==> src/rtl/lut_selftest_seq.sv <==
// Exhaustive self-test sequencer for a 4-input dual-rail logic cell.
// Walks all 16 input vectors, samples the cell after a settle interval, and checks value and rail code.
module lut_selftest_seq #(
  parameter int unsigned SETTLE = 2,
  parameter logic [15:0] GOLDEN = 16'h6996
) (
  input  logic       clk,
  input  logic       rst,
  input  logic       start,
  input  logic       abort,
  input  logic       e_in,
  input  logic       e_chk,
  output logic       a,
  output logic       b,
  output logic       c,
  output logic       d,
  output logic       busy,
  output logic       done,
  output logic       pass,
  output logic [4:0] err_count,
  output logic [3:0] first_err,
  output logic       code_err
);

  localparam int unsigned CNT_W = 4;
  localparam int unsigned VEC_W = 4;
  localparam int unsigned ERR_W = 5;

  typedef enum logic [1:0] {
    S_IDLE  = 2'd0,
    S_WAIT  = 2'd1,
    S_CHECK = 2'd2,
    S_DONE  = 2'd3
  } state_t;

  state_t           state;
  logic [VEC_W-1:0] vec;
  logic [CNT_W-1:0] cnt;

  // Evaluation of the sampled cell for the current vector
  logic             rail_bad_c;
  logic             fail_c;
  logic [ERR_W-1:0] err_next_c;
  logic             code_next_c;

  assign rail_bad_c  = (e_in == e_chk);
  assign fail_c      = (e_in != GOLDEN[vec]) | rail_bad_c;
  assign err_next_c  = err_count + ERR_W'(fail_c);
  assign code_next_c = code_err | rail_bad_c;

  always_ff @(posedge clk or posedge rst) begin
    if (rst) begin
      state     <= S_IDLE;
      vec       <= '0;
      cnt       <= '0;
      {a, b, c, d} <= '0;
      busy      <= 1'b0;
      done      <= 1'b0;
      pass      <= 1'b0;
      err_count <= '0;
      first_err <= '0;
      code_err  <= 1'b0;
    end else begin
      case (state)
        S_IDLE: begin
          done <= 1'b0;
          if (start && !abort) begin
            vec          <= '0;
            cnt          <= CNT_W'(SETTLE - 1);
            err_count    <= '0;
            first_err    <= '0;
            code_err     <= 1'b0;
            pass         <= 1'b0;
            {a, b, c, d} <= '0;
            busy         <= 1'b1;
            state        <= S_WAIT;
          end
        end

        S_WAIT: begin
          if (abort) begin
            busy         <= 1'b0;
            {a, b, c, d} <= '0;
            state        <= S_IDLE;
          end else if (cnt == '0) begin
            state <= S_CHECK;
          end else begin
            cnt <= cnt - CNT_W'(1);
          end
        end

        S_CHECK: begin
          if (abort) begin
            // Sample of an aborted check is dropped
            busy         <= 1'b0;
            {a, b, c, d} <= '0;
            state        <= S_IDLE;
          end else begin
            if (fail_c) begin
              err_count <= err_next_c;
              if (err_count == '0) first_err <= vec;
            end
            code_err <= code_next_c;
            if (vec == VEC_W'(15)) begin
              pass         <= (err_next_c == '0) & ~code_next_c;
              busy         <= 1'b0;
              done         <= 1'b1;
              {a, b, c, d} <= '0;
              state        <= S_DONE;
            end else begin
              vec          <= vec + VEC_W'(1);
              {a, b, c, d} <= vec + VEC_W'(1);
              cnt          <= CNT_W'(SETTLE - 1);
              state        <= S_WAIT;
            end
          end
        end

        S_DONE: begin
          done  <= 1'b0;
          state <= S_IDLE;
        end

        default: state <= S_IDLE;
      endcase
    end
  end

endmodule

==> config.mk <==
export PLATFORM = sky130hd
export DESIGN_NAME = lut_selftest_seq
export DESIGN_NICKNAME = d
export VERILOG_FILES = /design/src/rtl/lut_selftest_seq.sv
export SDC_FILE = /design/constraint.sdc
export NUM_CORES = 1
export LEC_CHECK = 0
export BUFFER_PORTS_ARGS = -buffer_cell sky130_fd_sc_hd__buf_2
export CAP_MARGIN = 15
export CORE_ASPECT_RATIO = 1.4
export CORE_MARGIN = 1
export CORE_UTILIZATION = 25
export CTS_CLUSTER_DIAMETER = 60
export CTS_CLUSTER_SIZE = 24
export DETAILED_ROUTE_END_ITERATION = 12
export PLACE_DENSITY = 0.41
export SYNTH_ARGS = -nofsm -noshare
export SYNTH_HDL_FRONTEND = slang
export SYNTH_SLANG_ARGS = --single-unit
==> constraint.sdc <==
create_clock -name clk -period 6.2 [get_ports clk]
set_input_delay 0.31 -clock clk [delete_from_list [all_inputs] [get_ports clk]]
set_output_delay 0.31 -clock clk [all_outputs]
set_load 0.01 [all_outputs]
==> flow_metrics.py, run 1 <==
metrics = {
    "status": {
        "outcome": "finished with violations",
        "failed_checks": "DRC",
    },
    "routing": {
        "vias_per_cell": 5.26,
        "vias": 1352,
        "drc": 1,
        "routedWlPerCell_um": 15.1,
        "drt_wl_total_um": 3890,
        "antenna_left": 0,
        "first_iter_violations": 68,
        "firstDrtPassIters": 8,
    },
    "pwr": {
        "pwr-share-clk": 0.164,
        "comb_power_share": 0.457,
        "internal-power_uw": 374,
        "power_leakage_uw": 0.000921,
        "ir_drop_uv": 93.4,
        "p_sw_uw": 254,
        "switching_share": 0.405,
        "power.density_nw_per_um2": 334,
        "seqPwrFrac": 0.380,
        "totalPowerFinal_uw": 628,
    },
    "critical_path": {
        "critPathMaxFanout": 13,
        "rr_worst_depth": 9,
        "path_class": "reg -> reg",
        "ff2ff_setup_slack_ns": 2.75,
        "worstPathArrival_ns": 3.62,
        "start_kind": "flop",
        "startpoint": "vec[0]",
        "cp.required_ns": 6.37,
        "cp-end-kind": "flop",
        "r2r_end": "pass",
        "worstReg2RegStart": "vec[0]",
        "endpoint": "pass",
    },
    "clocking": {
        "cts_num_sinks": 27,
        "clock_latency_ns": 0.28,
        "cts_hold_buf": 0,
        "clockBufferDepth": 2,
        "cts_tree": "done",
        "cts_resized": 0,
        "htree_levels": 1,
        "cts_buffers": 3,
        "post_cts_buffers": 0,
        "clockRootBuffer": "clkbuf_8",
        "clk_pin_slew_ns": 0.10,
    },
    "grt": {
        "grt-ovfl-total": 0,
        "first_global_vias": 1394,
        "grt_usage": 0.118,
        "antenna_found_initial": 0,
        "grt_max_degree": 28,
        "grt_pass1_wl_um": 6650,
    },
    "timing": {
        "tns_ns": 0,
        "setup_viol": 0,
        "post-route-period-util": 0.556,
        "worstMarginPinSlew_ns": 0.963,
        "maxSlewViolCount": 0,
        "skew_ns": 0.00906,
        "slew_headroom": 0.340,
        "min_period_ns": 3.45,
        "max_freq_mhz": 290,
        "rsz0062_at_grt": "false",
        "hold_violations": 0,
    },
    "synth": {
        "yosysSeqAreaShare": 0.404,
        "syn_nets": 184,
        "synth_async_sr_flop_share": 1.00,
        "syn_area_um2": 1670,
        "synth.area.top_cells": "dfrtp_1 (40%), ha_1 (6.7%), inv_1 (2.7%)",
        "yosys.cell_types.count": 51,
        "ys.flop_type": "dfrtp_1",
        "synth_seq_cells": 27,
        "ys_warn_count": 0,
        "yosysTopAreaCell": "dfrtp_1",
        "synth_top_cell_area_share": 0.404,
        "synth-edff-count": 0,
        "syn_inst": 169,
        "syn_area_per_cell_um2": 9.90,
    },
    "floorplanning": {
        "num_io_pins": 23,
        "fp.dieH_um": 98.8,
        "start_util": 0.264,
        "row_count": 34,
        "die-area_um2": 7030,
        "core_um2": 6340,
        "chipWidth_um": 71.1,
    },
    "finish": {
        "final_common_cell": "dfrtp_1",
        "syn_to_final_growth_pct": 12.5,
        "layout.cells.most_common_list": "dfrtp_1 (27), buf_2 (22), inv_1 (12), nand2_1 (11), ha_1 (9)",
        "num_antenna_cells": 0,
        "drive_gt1_frac": 0.211,
        "nNetsFinal": 201,
    },
    "place": {
        "hpwl_um": 2800,
        "place.gp.congestion": 0.852,
        "io_buffers": 22,
    },
    "run": {
        "maxCapViolCount": 0,
    },
    "worst_hold_path": {
        "holdCritPathClass": "in -> async",
    },
}
[area by class of cell]
| type | instances | area (µm²) |
|---|---|---|
| clock inverters | 1 | 5.00 |
| well taps | 72 | 90.1 |
| clock buffers | 3 | 41.3 |
| multi-input cells | 119 | 887 |
| repair buffers | 23 | 138 |
| flip-flops and latches | 27 | 676 |
| inverters | 12 | 45.0 |
| fillers | 667 | 4460 |
[metrics by stage]
stage	util	setup slack (ns)	instance area (µm²)	instances	hold slack, ns
2_1_floorplan	-	3.58	1670	169	0.363
3_3_place_gp	0.285	3.01	1810	252	0.492
3_5_place_dp	0.285	2.81	1810	252	0.492
4_1_cts	0.293	2.78	1850	256	0.342
5_1_grt	0.297	2.45	1880	257	0.123
6_report	0.297	2.75	1880	257	0.0803
[worst min-delay path by stage]
| stage | startpoint | endpoint | slack [ns] | depth (start not counted) |
|---|---|---|---|---|
| final | rst | d | 0.08 | 2 |
| after global routing | rst | c | 0.12 | 2 |
| after CTS | rst | d | 0.34 | 2 |
| after detailed placement | d | d | 0.49 | 1 |
| after global placement | d | d | 0.49 | 1 |
| after floorplan | rst | a | 0.36 | 1 |
[power groups by stage]
stage	Combinational, µW	Clock, µW	Sequential, µW
final	287	103	239
after global routing	326	116	245
after CTS	287	108	239
after detailed placement	286	0	243
after global placement	280	0	241
after floorplan	216	0	240
[sequential cells by signal, indices dropped and copies added (netlist names)]
name	count
a	1
b	1
busy	1
c	1
cnt	4
code_err	1
d	1
done	1
err_count	5
first_err	4
pass	1
state	2
vec	4
[per-layer routing]
metal,vias to the layer above,GRT usage,part of all wire
met2,30,0.213,0.52
li1,656,-,-
met3,6,0.0123,0.024
met1,660,0.144,0.44
met5,-,0,0
met4,0,0.0369,0.013
[cell families after synthesis]
group | synth area share
compound gates | 0.180
fa+ha+maj | 0.0673
mux | 0.0509
buf+inv | 0.0658
xor+xnor | 0.0352
simple gates | 0.197
flops | 0.404
[synthesized netlist by cell type, types with 2 or more instances]
cell       n
xnor2_1    2
a21oi_1    8
dfrtp_1   27
or4_1      4
or2_2      2
inv_1     12
nor2b_1    6
mux2_2     4
nor2_1     6
mux2i_1    4
o31ai_1    3
nand3_1    2
xor2_1     2
and4_1     3
nor3b_1    2
o21ai_0    6
nand2_1   11
nor3_1     4
ha_1       9
nand4_1    5
a22o_1     4
o211ai_1   2
buf_4      2
a31oi_1    3
a32o_1     4
buf_6      2
clkbuf_1   6
[critical path, stage by stage (launching register included)]
cell and delay (ns):
dfrtp_1 0.48, ha_1 0.36, xnor3_2 0.40, mux2i_1 0.80
ha_1 0.31, ha_1 0.28, xor2_1 0.11, nor4_1 0.22
nand4_1 0.13, o31ai_1 0.27
Power figures use the tool's default switching activity.
==> inputs of run 2 (changes only) <==
==> constraint.sdc (replaced) <==
create_clock -name clk -period 3.35 [get_ports clk]
set_input_delay 0.1675 -clock clk [delete_from_list [all_inputs] [get_ports clk]]
set_output_delay 0.1675 -clock clk [all_outputs]
set_load 0.01 [all_outputs]
==> run 2 against run 1 <==
Compared with the run above: the run still ends with DRC left; final area up 1.7%; global-route usage up 0.53 points; critical path depth unchanged; flip-flop and latch count unchanged; sequential power up 85%; combinational power up 92%; count of clock-buffer cells in the layout unchanged; critical path type unchanged; routed wire length up 4.1%; total power up 89%; first-iteration DRC count down 57%; worst hold slack better by 0.23 ns.
==> flow_metrics.py, run 2 (same netlist as run 1, synthesis figures left out) <==
metrics = {
    "floorplanning": {
        "fp.dieH_um": 98.8,
        "core_um2": 6340,
        "die-area_um2": 7030,
        "chipWidth_um": 71.1,
        "row_count": 34,
        "num_io_pins": 23,
        "start_util": 0.264,
    },
    "clocking": {
        "clockBufferDepth": 2,
        "cts_tree": "done",
        "cts_buffers": 3,
        "cts_num_sinks": 27,
        "htree_levels": 1,
        "clk_pin_slew_ns": 0.11,
        "clock_latency_ns": 0.28,
        "clockRootBuffer": "clkbuf_8",
        "post_cts_buffers": 0,
    },
    "critical_path": {
        "cp-end-kind": "flop",
        "start_kind": "flop",
        "path_class": "reg -> reg",
        "cp.required_ns": 3.54,
        "critPathMaxFanout": 7,
        "worstPathArrival_ns": 2.84,
    },
    "finish": {
        "syn_to_final_growth_pct": 14.4,
        "multiInputGateArea_um2": 887,
        "final_area_um2": 1910,
        "largest_register": "err_count",
        "nNetsFinal": 205,
        "layout.cells.most_common_list": "dfrtp_1 (27), buf_2 (22), inv_1 (12), nand2_1 (11), ha_1 (9)",
        "num_antenna_cells": 0,
        "post-route-util": 0.302,
        "drive_gt1_frac": 0.222,
        "n_fill_cell": 659,
        "seq_area_um2": 676,
        "final_common_cell": "dfrtp_1",
        "largest_register_ffs": 5,
    },
    "routing": {
        "first_iter_violations": 29,
        "vias": 1364,
        "drc": 1,
        "antenna_left": 0,
        "drt_wl_total_um": 4050,
        "vias_per_cell": 5.23,
        "routedWlPerCell_um": 15.5,
        "firstDrtPassIters": 8,
    },
    "pwr": {
        "seqPwrFrac": 0.373,
        "ir_drop_uv": 174,
        "switching_share": 0.407,
        "power_leakage_uw": 0.000941,
        "internal-power_uw": 704,
        "totalPowerFinal_uw": 1190,
        "p_sw_uw": 484,
        "pwr-share-clk": 0.163,
        "comb_power_share": 0.464,
        "power.density_nw_per_um2": 621,
    },
    "timing": {
        "rsz0062_at_grt": "false",
        "post-route-period-util": 0.792,
        "slew_headroom": 0.635,
        "skew_ns": 0.0124,
        "setup_viol": 0,
        "tns_ns": 0,
        "hold_violations": 0,
        "maxSlewViolCount": 0,
        "worstMarginPinSlew_ns": 0.548,
        "min_period_ns": 2.65,
        "hold_ws_ns": 0.314,
        "max_freq_mhz": 377,
    },
    "grt": {
        "grt-ovfl-total": 0,
        "first_global_vias": 1409,
        "antenna_found_initial": 0,
        "grt_pass1_wl_um": 6910,
        "grt_usage": 0.123,
        "grt_max_degree": 28,
    },
    "place": {
        "hpwl_um": 2880,
        "place.gp.congestion": 0.779,
        "io_buffers": 22,
        "place_area_um2": 1830,
    },
    "status": {
        "outcome": "finished with violations",
        "failed_checks": "DRC",
    },
    "worst_hold_path": {
        "holdCritPathClass": "in -> reg",
    },
    "run": {
        "maxCapViolCount": 0,
    },
}
run 2: power groups by stage:
stage          registers [µW]  clock network (µW)  logic, µW
2_1_floorplan             445                   0        400
3_3_place_gp              446                   0        537
3_5_place_dp              451                   0        549
4_1_cts                   444                 200        553
5_1_grt                   455                 221        614
6_report                  443                 194        551
run 2: final cells by class:
type / instances / area share
Multi-Input combinational cell: 119 / 0.463
Sequential cell: 27 / 0.353
Timing Repair Buffer: 27 / 0.0889
Tap cell: 72 / 0.0471
Inverter: 12 / 0.0235
Clock buffer: 3 / 0.0216
Clock inverter: 1 / 0.00261
run 2: what timing repair did:
item | in CTS | in global routing
hold buffers | 0 | 1
hold endpoints to repair | 0 | 10
gates resized for setup | 0 | 0
run 2: per-stage QoR:
stage,setup slack (ns),cells
after detailed placement,0.723,255
after floorplan,0.732,169
after global routing,0.438,261
after global placement,0.765,255
final,0.696,261
after CTS,0.691,259
run 2: layer usage:
metal	vias to the layer above	wire length, µm	GRT usage
li1	662	-	-
met1	676	1830	0.148
met2	22	2090	0.220
met3	4	87	0.0174
met4	0	38	0.0431
met5	-	0	0
run 2: path summary, 6_finish.rpt:
| kind | to | cells past startpoint | slack (ns) | from |
|---|---|---|---|---|
| min in group asynchronous | busy | 3 | 0.45 | rst |
| min | code_err | 3 | 0.31 | start |
| max reg2reg | pass | 9 | 0.70 | vec[0] |
| max in group asynchronous | err_count[2] | 4 | 2.43 | rst |
| max | pass | 9 | 0.70 | vec[0] |
| min reg2reg | done | 1 | 0.52 | done |
run 2: worst max-delay path: stages (launching register included):
cell,delay (ns)
dfrtp_1,0.48
ha_1,0.36
xnor3_2,0.42
mux2i_1,0.15
ha_1,0.21
ha_1,0.27
xor2_1,0.18
nor4_1,0.19
nand4_1,0.12
o31ai_1,0.19
